`config.mk`:
```
export PLATFORM = sky130hd
export DESIGN_NAME = store_write_buffer
export DESIGN_NICKNAME = d
export VERILOG_FILES = /design/src/rtl/store_write_buffer.sv
export SDC_FILE = /design/constraint.sdc
export NUM_CORES = 1
export LEC_CHECK = 0
export CAP_MARGIN = 20
export CORE_MARGIN = 4
export CORE_UTILIZATION = 45
export CTS_BUF_LIST = sky130_fd_sc_hd__clkbuf_4 sky130_fd_sc_hd__clkbuf_8
export CTS_CLUSTER_DIAMETER = 30
export CTS_CLUSTER_SIZE = 24
export DETAILED_ROUTE_END_ITERATION = 8
export PLACE_DENSITY = 0.67
export SYNTH_ARGS = -nofsm -noshare
export SYNTH_HDL_FRONTEND = slang
export SYNTH_SLANG_ARGS = --single-unit
```
`constraint.sdc`:
```
create_clock -name clk -period 5.94 [get_ports clk]
set_input_delay 0.594 -clock clk [delete_from_list [all_inputs] [get_ports clk]]
set_output_delay 0.594 -clock clk [all_outputs]
set_load 0.01 [all_outputs]
```
`src/rtl/store_write_buffer.sv`:
```
// Store write buffer between the M-stage request and the data memory port: FIFO of
// byte-enabled stores, load priority on DM, load stall on word-address hit.
// Optional macro WB_COALESCE_EN merges a store into the tail entry when the word matches.
module store_write_buffer #(
    parameter int DEPTH = 4,
    parameter int PTR_W = 2
) (
    input  logic        clk,
    input  logic        reset,
    input  logic        req_valid,
    input  logic        req_we,
    input  logic [31:0] req_addr,
    input  logic [31:0] req_wdata,
    input  logic [3:0]  req_be,
    input  logic [31:0] req_pc,
    output logic        req_ready,
    input  logic        dm_ready,
    output logic        dm_we,
    output logic [31:0] dm_addr,
    output logic [31:0] dm_wdata,
    output logic [3:0]  dm_be,
    output logic [31:0] dm_pc,
    output logic        wb_empty
);

    localparam logic [PTR_W:0]   FULL_CNT = DEPTH[PTR_W:0];
    localparam logic [PTR_W:0]   CNT_ONE  = 1;
    localparam logic [PTR_W-1:0] PTR_ONE  = 1;

    logic [29:0]      ent_waddr [DEPTH];
    logic [31:0]      ent_data  [DEPTH];
    logic [3:0]       ent_be    [DEPTH];
    logic [31:0]      ent_pc    [DEPTH];

    logic [PTR_W-1:0] rd_ptr;
    logic [PTR_W-1:0] wr_ptr;
    logic [PTR_W:0]   count;

    logic             is_load;
    logic             is_store;
    logic             load_hit;
    logic             load_go;
    logic             drain;
    logic             full;
    logic             coalesce;
    logic             alloc;

    assign is_load  = req_valid & ~req_we;
    assign is_store = req_valid & req_we;
    assign full     = (count == FULL_CNT);

    // An entry is occupied when its distance from the head is below count.
    always_comb begin
        load_hit = 1'b0;
        for (int i = 0; i < DEPTH; i++) begin
            logic [PTR_W-1:0] offs;
            offs = PTR_W'(i) - rd_ptr;
            if (({1'b0, offs} < count) && (ent_waddr[i] == req_addr[31:2]))
                load_hit = 1'b1;
        end
    end

    assign load_go = is_load & ~load_hit;
    assign drain   = (count != '0) & ~load_go & dm_ready;

`ifdef WB_COALESCE_EN
    logic [PTR_W-1:0] tail_ptr;
    assign tail_ptr = wr_ptr - PTR_ONE;
    // A lone entry that is leaving this cycle cannot absorb the store.
    assign coalesce = is_store & (count != '0) & (ent_waddr[tail_ptr] == req_addr[31:2])
                    & ~((count == CNT_ONE) & drain);
`else
    assign coalesce = 1'b0;
`endif

    assign alloc = is_store & ~full & ~coalesce;

    always_comb begin
        req_ready = 1'b1;
        if (is_store)
            req_ready = ~full | coalesce;
        else if (is_load)
            req_ready = ~load_hit;
    end

    assign dm_we    = drain;
    assign dm_addr  = load_go ? req_addr : {ent_waddr[rd_ptr], 2'b00};
    assign dm_wdata = ent_data[rd_ptr];
    assign dm_be    = ent_be[rd_ptr];
    assign dm_pc    = ent_pc[rd_ptr];
    assign wb_empty = (count == '0);

    always_ff @(posedge clk) begin
        if (reset) begin
            rd_ptr <= '0;
            wr_ptr <= '0;
            count  <= '0;
        end else begin
            if (alloc)
                wr_ptr <= wr_ptr + PTR_ONE;
            if (drain)
                rd_ptr <= rd_ptr + PTR_ONE;
            case ({alloc, drain})
                2'b10:   count <= count + CNT_ONE;
                2'b01:   count <= count - CNT_ONE;
                default: count <= count;
            endcase
        end
    end

    // Entry payload carries no reset; occupancy is tracked by the pointers alone.
    always_ff @(posedge clk) begin
        if (alloc) begin
            ent_waddr[wr_ptr] <= req_addr[31:2];
            ent_data[wr_ptr]  <= req_wdata;
            ent_be[wr_ptr]    <= req_be;
            ent_pc[wr_ptr]    <= req_pc;
        end
`ifdef WB_COALESCE_EN
        if (coalesce) begin
            for (int b = 0; b < 4; b++)
                if (req_be[b])
                    ent_data[tail_ptr][8*b +: 8] <= req_wdata[8*b +: 8];
            ent_be[tail_ptr] <= ent_be[tail_ptr] | req_be;
            ent_pc[tail_ptr] <= req_pc;
        end
`endif
    end

endmodule

```
### After elaboration in Yosys (flattened, before gate mapping)

Memory sizes are Yosys's and may differ from the RTL's. A register that Yosys moved wholly into a read port is not among the register bits.
Index checks and enable logic that the tools add are counted.

| storage, ports and cells | value |
|---|---|
| output and inout bits | 103 |
| logic and storage cells | 61 |
| memory bits (writable) | 392 |
| memories kept | 4 |
| bits in registers | 7 |

| operators by class | value |
|---|---|
| mux-type cells | 18 |
| reductions and logical operators | 7 |
| equality and inequality tests | 7 |
| $add $sub $neg | 8 |
| bitwise gates (word level) | 10 |
| $lt $le $gt $ge | 4 |

Memory list:

| name | words | bits a word | rd ports | clocked after Yosys merged registers in | wr ports | RTL line | source |
|---|---|---|---|---|---|---|---|
| ent_data | 4 | 32 | 1 | 1 | 1 | 31 | `logic [31:0] ent_data [DEPTH];` |
| ent_pc | 4 | 32 | 1 | 1 | 1 | 33 | `logic [31:0] ent_pc [DEPTH];` |
| ent_waddr | 4 | 30 | 5 | 1 | 1 | 30 | `logic [29:0] ent_waddr [DEPTH];` |
| ent_be | 4 | 4 | 1 | 1 | 1 | 32 | `logic [3:0] ent_be [DEPTH];` |

Operators with widths:

| operator | count |
|---|---|
| == test 30 bit | 4 |
| two-way mux 32 bit | 1 |
| two-way mux 2 bit | 8 |
| < comparator 2 x 3 -> 1 bit | 4 |
| two-way mux 1 bit | 8 |
| AND 1 bit | 6 |
| one-hot mux 3 bit (2 select lines) | 1 |
| adder 2 x 1 -> 2 bit, second input constant | 2 |
| logical AND 1 bit | 4 |
| inverter 1 bit | 4 |
| subtractor 1 x 2 -> 2 bit, first input constant | 2 |
| subtractor 2 bit, first input constant | 2 |
| adder 3 x 1 -> 3 bit, second input constant | 1 |
| == test 3 bit, second input constant | 1 |
| logical NOT 3 bit | 1 |
| nonzero test 3 bit | 1 |
| subtractor 3 x 1 -> 3 bit, second input constant | 1 |
| == test 2 x 1 -> 1 bit, second input constant | 1 |
| == test 2 bit, second input constant | 1 |
| nonzero test 2 bit | 1 |

### Logic depth before layout (Yosys ltp)

| logic depth | value |
|---|---|
| word-level depth | 14 |
| gate-level depth with buffers | 14 |

### Least setup slack after synthesis

No wires, ideal clock.

| path | value |
|---|---|
| kind | input-to-reg |
| start point | in req_valid |
| end point | mem ent_be[0][0] (enable) |
| path buffers | 1 |
| arrival time | 3.257 ns |
| data required time | 5.472 ns |
| cell stages on the path | 3 |
| slack | 2.215 ns |
| library setup time | 0.468 ns |
| path through | and3_1 > clkbuf_1 > and2_1 |

| on the way | value |
|---|---|
| cells in the longest elaborated chain, start to end | 4 |

Ends and longest elaborated chain:

| element | RTL line | source |
|---|---|---|
| from (decl) | 10 | `input logic req_valid,` |
| AND 1 bit | 49 | `assign is_store = req_valid & req_we;` |
| AND 1 bit | 76 | `assign alloc = is_store & ~full & ~coalesce;` |
| two-way mux 1 bit | 113 | `if (alloc) begin` |
| two-way mux 1 bit (implied by the code) | 116 | `ent_be[wr_ptr] <= req_be;` |
| to (decl) | 32 |  |

No other way between the ends.

### Worst setup path in the final report

| path | value |
|---|---|
| start point | in req_addr[21] |
| end point | out dm_addr[13] |

| on the way | value |
|---|---|
| cells in the longest elaborated chain, start to end | 9 |
| elaborated cells between the ends (all ways) | 15 |
| those cells by class | eq/ne: 4; mux: 5; bitwise: 2; reduce/logical: 4 |

Ends and longest elaborated chain:

| element | RTL line | source |
|---|---|---|
| from (decl) | 12 | `input logic [31:0] req_addr,` |
| == test 30 bit | 58 | `if (({1'b0, offs} < count) && (ent_waddr[i] == req_addr[31:2]))` |
| logical AND 1 bit | 58 |  |
| two-way mux 1 bit (3 in a row) | 58 |  |
| two-way mux 1 bit (*) | 58 |  |
| inverter 1 bit (*) | 63 | `assign load_go = is_load & ~load_hit;` |
| AND 1 bit (*) | 63 |  |
| two-way mux 32 bit (*) | 87 | `assign dm_addr = load_go ? req_addr : {ent_waddr[rd_ptr], 2'b00};` |
| to (decl) | 19 | `output logic [31:0] dm_addr,` |

Every way passes the cells marked *; elsewhere a longest branch is shown, timed or not.

==> flow_summary.json <==
{
  "cpMaxStageDelayCell": "sky130_fd_sc_hd__clkdlybuf4s50_1",
  "total_power_uw": 7409,
  "timing.final.setup_violations": 0,
  "timing.critical_path.cells": "clkdlybuf4s50_1, xor2_1, nor4_1, o211ai_1, nor3_2, nor4_4, nand2_4, mux2_4, clkdlybuf4s50_1",
  "first_global_vias": 9129,
  "chipHeight_um": 201.2,
  "drc": 0,
  "number_of_different_library_cells_in_the_post_synthesis_netlist": 41,
  "rsz0062_at_grt": "false",
  "cts_post_setup_buffers_inserted": 0,
  "worst_hold_startpoint": "count[1]",
  "worst-slew-pin-transition_ps": 835.4,
  "maxCapViolCount": 0,
  "cpMostUsedCell": "sky130_fd_sc_hd__clkdlybuf4s50_1",
  "vias_per_cell": 5.248,
  "worst_path_class_setup": "input port to primary output",
  "cts_root_buffer": "sky130_fd_sc_hd__clkbuf_8",
  "layout_min_cycle_time_ps": 4623,
  "htreeDepth": 3,
  "postCtsResizedCells": 0,
  "worst_hold_path_type": "flop to flop",
  "ant_nets": 0,
  "first_iter_violations": 497,
  "placementRows": 70,
  "fin_nets": 1178,
  "hold_violations": 0,
  "vdd_drop_max_mv": 0.2704,
  "seq_area_frac_synth_pct": 71.16,
  "layout.cells.non_filler": 1596,
  "seq_area_sq_mm": 0.01196,
  "syn_nets": 932,
  "finalMaxSlewViolations": 0,
  "hold_slack_ps": 511.8,
  "synth_warnings": 0,
  "syn-mean-instance-area_sq_um": 20.56,
  "holdPathStages": 2,
  "critPathRequiredTime_ps": 5350,
  "ys_async_sr_fraction_pct": 0,
  "crit_path_start_kind": "input port",
  "syn_inst": 817,
  "floorplan.die_area_sq_mm": 0.04048,
  "synth_most_common_cell": "sky130_fd_sc_hd__edfxtp_1",
  "multi_input_logic_area_sq_mm": 0.004474,
  "cellPowerDensity_mw_per_mm2": 352.3,
  "design.core.area_sq_mm": 0.03670,
  "finalCoreUtilization_pct": 57.31,
  "clk_pin_slew_ps": 50,
  "outcome": "finished, final reports clean",
  "synthTopCellsByArea": "sky130_fd_sc_hd__edfxtp_1 70%, sky130_fd_sc_hd__mux4_2 13%, sky130_fd_sc_hd__xor2_1 5.8%",
  "chipWidth_um": 201.2,
  "numCtsBuffers": 82,
  "holdBufCountCts": 0,
  "fill_cells": 2780,
  "congestion_overflow_gr": 0,
  "r2r_cells": 13,
  "drt-pass1-iter-count": 4,
  "critPathArrivalTime_ps": 4030,
  "critPathCaptureType": "primary output",
  "clock_sink_count": 401,
  "final_layout_size_suffix_gt1_share_pct": 25.89,
  "yosys_register_bits": 401,
  "timing.max_slew.rel_slack_pct": 44.31,
  "total_buffers_and_inverters_traversed_by_the_critical_path": 2,
  "grt_antenna_before_repair": 4,
  "drt-total-wl_mm": 36.39,
  "syn_area_sq_mm": 0.01680,
  "synth_top_area_cell": "sky130_fd_sc_hd__edfxtp_1",
  "yosys_most_used_dff": "sky130_fd_sc_hd__edfxtp_1",
  "worst-path-stages": 9,
  "p_leak_uw": 0.006915,
  "groute.usage.overall_pct": 18.08,
  "place.port_buffers": 207,
  "yosys.area.top_type_share_pct": 70.08,
  "i_o_pins": 208,
  "maximum_buffer_depth_of_the_clock_tree": 3,
  "post-place-cells": 1447,
  "timing.setup.tns_ps": 0,
  "grt_start_max_net_pins": 48,
  "dpl.hpwl_mm": 22.99,
  "crit-reg2reg-launch": "rd_ptr[0]",
  "routabilityCongestion": 0.7991,
  "timing.critical_path.max_delay_family": "simple AND/OR/NAND/NOR gates",
  "count_of_flip_flops_with_a_built_in_enable_after_synthesis": 392,
  "route.detailed.wl_per_inst_um": 22.80,
  "crit_path_start": "req_addr[21]",
  "initial_utilization_pct": 45.77,
  "grt_first_pass_wirelength_mm": 55.77,
  "antenna-diode-count": 0,
  "timing.critical_path.slowest_cell_delay_ps": 700,
  "maxClockFrequency_ghz": 0.2163,
  "clock-skew-final_ps": 26.77,
  "cp_max_fo": 30,
  "min_period_over_period_pct": 77.83,
  "synth_commonest_cells": "392 x sky130_fd_sc_hd__edfxtp_1, 112 x sky130_fd_sc_hd__xor2_1, 98 x sky130_fd_sc_hd__mux4_2, 34 x sky130_fd_sc_hd__buf_2, 30 x sky130_fd_sc_hd__mux2_4",
  "tritoncts_clock_tree": "done",
  "areaGrowthSynthToFinish_pct": 25.22,
  "clk-insertion-delay-late_ps": 600,
  "routed-via-count": 8376
}
==> placed cells by master, fill, tap and decap left out, types with 8 or more instances in the layout <==
master and count:
sky130_fd_sc_hd__buf_4 11, sky130_fd_sc_hd__clkinv_4 9, sky130_fd_sc_hd__nor2_1 8, sky130_fd_sc_hd__nor4_1 21, sky130_fd_sc_hd__mux2_4 30, sky130_fd_sc_hd__edfxtp_1 392, sky130_fd_sc_hd__ha_1 9, sky130_fd_sc_hd__xnor2_1 12
sky130_fd_sc_hd__a21oi_1 8, sky130_fd_sc_hd__clkinv_1 17, sky130_fd_sc_hd__inv_1 12, sky130_fd_sc_hd__clkinv_2 11, sky130_fd_sc_hd__clkbuf_8 83, sky130_fd_sc_hd__clkdlybuf4s50_1 207, sky130_fd_sc_hd__bufinv_16 10, sky130_fd_sc_hd__xor2_1 112
sky130_fd_sc_hd__mux4_2 98
==> through the flow <==
stage | instance area, sq um | setup slack, ps
2_1_floorplan | 16800 | 2215
3_3_place_gp | 19240 | 1352
3_5_place_dp | 19240 | 1279
4_1_cts | 21030 | 1225
5_1_grt | 21030 | 1104
6_report | 21030 | 1317
==> sequential cells by signal, indices dropped and copies added, names as in the netlist, named ones only <==
signal,count
rd_ptr,2
count,3
ent_waddr,120
ent_data,128
ent_pc,128
wr_ptr,2
ent_be,16
==> where the power goes <==
group	leakage (uW)	total, uW	internal [uW]	switching [uW]
Combinational	0.00238	1080	616	468
Clock	0.000902	3050	1810	1240
Sequential	0.00364	3270	3200	73.1
Total	0.00692	7410	5630	1780
==> area by class of cell <==
cell class	instances	area share, %
tap	468	2.784
clock buffer	88	5.610
clock inverter	61	2.921
multi-input combinational	347	21.27
sequential	401	56.86
timing repair buffer	219	10.34
inverter	12	0.2142
==> path summary, 6_finish.rpt <==
check / slack, ps / to
setup / recovery: 1320 / dm_addr[13]
hold / removal: 510 / count[1]
setup reg to reg: 2430 / count[2]
hold reg to reg: 510 / count[1]
==> worst reg2reg max path, cell delays in order (launching register included) <==
cell	delay, ps
sky130_fd_sc_hd__dfxtp_1	430
sky130_fd_sc_hd__xnor2_1	180
sky130_fd_sc_hd__ha_1	260
sky130_fd_sc_hd__a31oi_1	340
sky130_fd_sc_hd__nand4_1	240
sky130_fd_sc_hd__o31ai_2	340
sky130_fd_sc_hd__nor4_4	140
sky130_fd_sc_hd__a21oi_2	260
sky130_fd_sc_hd__ha_1	230
sky130_fd_sc_hd__inv_1	60
sky130_fd_sc_hd__fa_1	370
sky130_fd_sc_hd__xor2_1	160
sky130_fd_sc_hd__or3_1	300
sky130_fd_sc_hd__a21oi_1	140
==> per-layer routing <==
layer	vias to the layer above	GRT usage, %	part of all wire [%]
met5	-	0	0.12
met4	8	4.810	1.6
met3	54	7.446	8.9
met2	260	29.00	48
met1	4269	23.11	41
li1	3785	-	-
==> cell families (layout without fill, tap and decap cells) <==
logic type | Yosys count | count (layout) | share of synthesized area, %
compound gates | 14 | 14 | 0.6407
simple gates | 67 | 67 | 2.600
mux | 132 | 132 | 16.08
buf+inv | 69 | 380 | 2.265
fa+ha+maj | 10 | 10 | 0.7896
xor+xnor | 124 | 124 | 6.466
flops | 401 | 401 | 71.16
Note: power is estimated with default switching activity, not from simulation.
==> RTL edit 1: new RTL, same settings <==
Make the reset (`reset`) asynchronous in one clocked block.
--- a/src/rtl/store_write_buffer.sv
+++ b/src/rtl/store_write_buffer.sv
@@ -91,5 +91,5 @@
     assign wb_empty = (count == '0);
 
-    always_ff @(posedge clk) begin
+    always_ff @(posedge clk or posedge reset) begin
         if (reset) begin
             rd_ptr <= '0;
Check against the original RTL: differs if reset is asserted again (counterexample within 4 cycles, from zero or initial values and one cycle with reset high); with reset held inactive, the same outputs for 4 cycles.
==> RTL edit 1 against the original RTL <==
  * Hold slack lost 240 ps
  * Synthesized cell count shrank 1.5%
  * Wire length grew 1.1%
  * Cell count shrank 0.56%
  * Area after synthesis shrank 0.36%
  * Setup slack lost 420 ps
  * Cell area grew 0.16%
  * Sequential cell count shrank 2
  * Critical path depth grew 1
  * Critical path type is now reg -> out
  * Critical endpoint is now dm_addr[30]
  * Highest routed layer unchanged
Power is not compared: it rests on default switching activity, and its combinational part moved more than twofold at a synthesized area within 25%.
==> RTL edit 1: results (changes against the original RTL) <==
outcome=complete, no violations; Cells after DPL=1434 (-0.90%); critical path data arrival time=4450 ps (+420 ps); DP Area=19200 µm² (-0.33%); relative slew slack=32.6% (-12 points); flop2flop setup slack=2090 ps (-340 ps); worst setup path endpoint=dm_addr[30]; non-filler cells, final=1587 (-0.56%); first-pass GRT wire length=56200 µm (+0.75%); last weighted congestion value of the routability-driven placer=0.807 (+1.0%); register area share after synthesis=71.4% (+0.23 points); CTS buffer count=84 (+2.4%); worst-case reg-to-reg path depth=14 (+1); pre-CTS setup slack=1270 ps (-5.26 ps); Critical R2R Capture=count[2]; fraction of layout cells with a size suffix above 1=26.3% (+0.41 points); delay of the slowest cell on the worst path=830 ps (+130 ps); Crit Path Class=reg -> out; DP Wirelength=23400 µm (+1.6%); Vias=8470 (+1.1%); post-synthesis average cell area=20.8 µm² (+1.1%); RR Startpoint=rd_ptr[1]; Async S/R FF share, synth=1.75% (+1.8 points); initial antenna violation count=5 (+1); most common library cells after synthesis=edfxtp_1 (392), mux4_2 (98), xnor2_1 (67); register area=12000 µm² (about the same); DRT Pass-1 Iters=5 (+1); DRT iter0 DRCs=552 (+11%); main area contributors after synthesis=edfxtp_1 (70%), mux4_2 (13%), xnor2_1 (3.5%), xor2_1 (3.1%), mux2_4 (2.7%); Crit Path Max Fanout=39 (+30%); largest net degree at the start of global routing=64 (+33%); Fill cells=2785 (+0.18%); vias in the first global route=9254 (+1.4%); Total Wirelength=36800 µm (+1.1%); Max Clock Freq=0.198 GHz (-8.3%); clk_skew=23.1 ps (-3.71 ps)
[RTL edit 1: power by group]
group,internal (mW),switching [mW]
registers,3.43,0.219
clock network,1.95,1.26
logic,1.59,1.26
total,6.98,2.73
[RTL edit 1: kinds of logic after synthesis]
group / after synthesis / synth area share [%]
fa+ha+maj: 10 / 0.792
compound gates: 17 / 1.02
simple gates: 52 / 1.97
mux: 129 / 15.9
xor+xnor: 126 / 6.59
flops: 399 / 71.4
buf+inv: 72 / 2.30
[RTL edit 1: area by class of cell]
| class | count | area share (%) |
|---|---|---|
| antenna | 1 | 0.0119 |
| timing repair buffer | 217 | 10.3 |
| clock inverter | 58 | 3.09 |
| tap | 468 | 2.78 |
| clock buffer | 94 | 5.87 |
| inverter | 16 | 0.285 |
| multi-input combinational | 334 | 21.0 |
| sequential | 399 | 56.7 |
[RTL edit 1: routing by layer]
layer | up-vias | wire, µm | track usage (%)
met3 | 68 | 2570 | 6.07
met1 | 4361 | 15700 | 24.4
met5 | - | 68 | 0
li1 | 3766 | - | -
met2 | 267 | 17800 | 28.7
met4 | 8 | 653 | 5.14
[RTL edit 1: critical path: cells and delay by family (launching register included)]
kind                     cells  cell delay [ps]
adder cells (fa/ha/maj)      1              340
buffers and inverters        3              750
AND/OR/NAND/NOR              2              770
multiplexers                 1              360
AO/OA/AOI/OAI                3              790
flip-flops                   1              830
[RTL edit 1: worst min path at each step]
stage | to | start | slack, ps
after floorplan | count[0] | reset | 400
after global routing | count[2] | reset | 250
after CTS | count[0] | reset | 220
final | wr_ptr[0] | reset | 280
after detailed placement | count[0] | count[0] | 620
after global placement | count[0] | count[0] | 600
==> RTL edit 2: new RTL, config.mk and constraints unchanged <==
Made on the original files. The option `WB_COALESCE_EN` is turned on by a define.
--- a/src/rtl/store_write_buffer.sv
+++ b/src/rtl/store_write_buffer.sv
@@ -2,4 +2,6 @@
 // byte-enabled stores, load priority on DM, load stall on word-address hit.
 // Optional macro WB_COALESCE_EN merges a store into the tail entry when the word matches.
+`define WB_COALESCE_EN
+
 module store_write_buffer #(
     parameter int DEPTH = 4,
Function: changed (a bounded check fails within 4 cycles, from zero or initial values and one cycle with reset high).
==> RTL edit 2 against the original RTL <==
  * Largest power group unchanged
  * Fmax fell by 16%
  * Area after synthesis rose by 9.5%
  * Power rose by 4.0%
  * Sequential cell count did not move
  * Largest cell class unchanged
  * Critical path type is now reg -> out
  * Clock skew rose by 9.8 ps
  * Count of clock-buffer cells in the layout rose by 4
  * Die area rose by 9.1%
  * Global-route usage rose by 2.6 points
  * Sequential share of layout area fell by 4.6 points
  * Wire length rose by 26%
  * Cell area rose by 8.9%
  * Setup slack got worse by 870 ps
  * Highest routed layer unchanged
==> RTL edit 2: results (changes against the original RTL) <==
delay-heaviest family, CP=buffers and inverters; clk_skew=36.5 ps (+9.78 ps); met2 Usage GRT=31.0% (+2.0 points); DP Wirelength=30700 µm (+34%); WHS=601 ps (+89.2 ps); Cells after DPL=1756 (+21%); maximum VDD drop=0.168 mV (-38%); largest net degree at the start of global routing=44 (-8.3%); Crit Path Max Fanout=18 (-40%); outcome=complete, no violations; switching part of the total power=25.9% (+1.9 points); critical path data arrival time=4900 ps (+870 ps); met3 Usage GRT=5.27% (-2.2 points); most common library cells after synthesis=edfxtp_1 (392), mux4_2 (118), xor2_1 (113); DRT Pass-1 Iters=6 (+2); CTS buffer count=83 (+1.2%); DRT iter0 DRCs=973 (+96%); compound-cell area share of the yosys netlist=3.40% (+2.8 points); flop2flop setup slack=1130 ps (-1300 ps); Critical R2R Capture=ent_data[2][23]; main area contributors after synthesis=edfxtp_1 (64%), mux4_2 (14%), xor2_1 (5.4%), nand2_1 (2.1%), xnor2_1 (1.6%); met1 global-route usage=30.4% (+7.3 points); Worst-Margin Slew=968 ps (+133 ps); initial antenna violation count=2 (-2); Hold WC Path Type=in -> reg; xor/xnor share of the synthesized area=7.00% (+0.53 points); non-filler cells, final=1911 (+20%); hold path endpoint=ent_pc[1][8]; Synth Net Count=1194 (+28%); Comb pwr share=16.3% (+1.7 points); gr usage total=20.7% (+2.6 points); later-pin clock latency in the skew report=630 ps (+30 ps)
-- RTL edit 2: routing by layer --
layer  part of all wire [%]  up-vias
li1                       -     4758
met1                     44     5446
met2                     46      474
met3                    8.4       72
met4                    1.9        4
met5                  0.050        -
-- RTL edit 2: kinds of logic after synthesis --
kind of cell,Yosys count
mux,148
compound gates,80
simple gates,196
flops,401
fa+ha+maj,13
buf+inv,91
xor+xnor,147
-- RTL edit 2: per-stage QoR --
step | cell area (µm²) | setup WS [ps]
after floorplan | 18400 | -319
after global placement | 21000 | 850
after detailed placement | 21000 | 734
after CTS | 22900 | 440
after global routing | 22900 | 143
final | 22900 | 450
-- RTL edit 2: area by class of cell --
class                   instances  area, µm²  area share [%]
flip-flops and latches        401      12000            52.3
multi-input cells             584       6100            26.6
repair buffers                226       2230            9.73
clock buffers                  92       1220            5.34
well taps                     525        657            2.87
clock inverters                62        652            2.85
inverters                      20       75.1           0.328
diodes                          1       2.50          0.0109
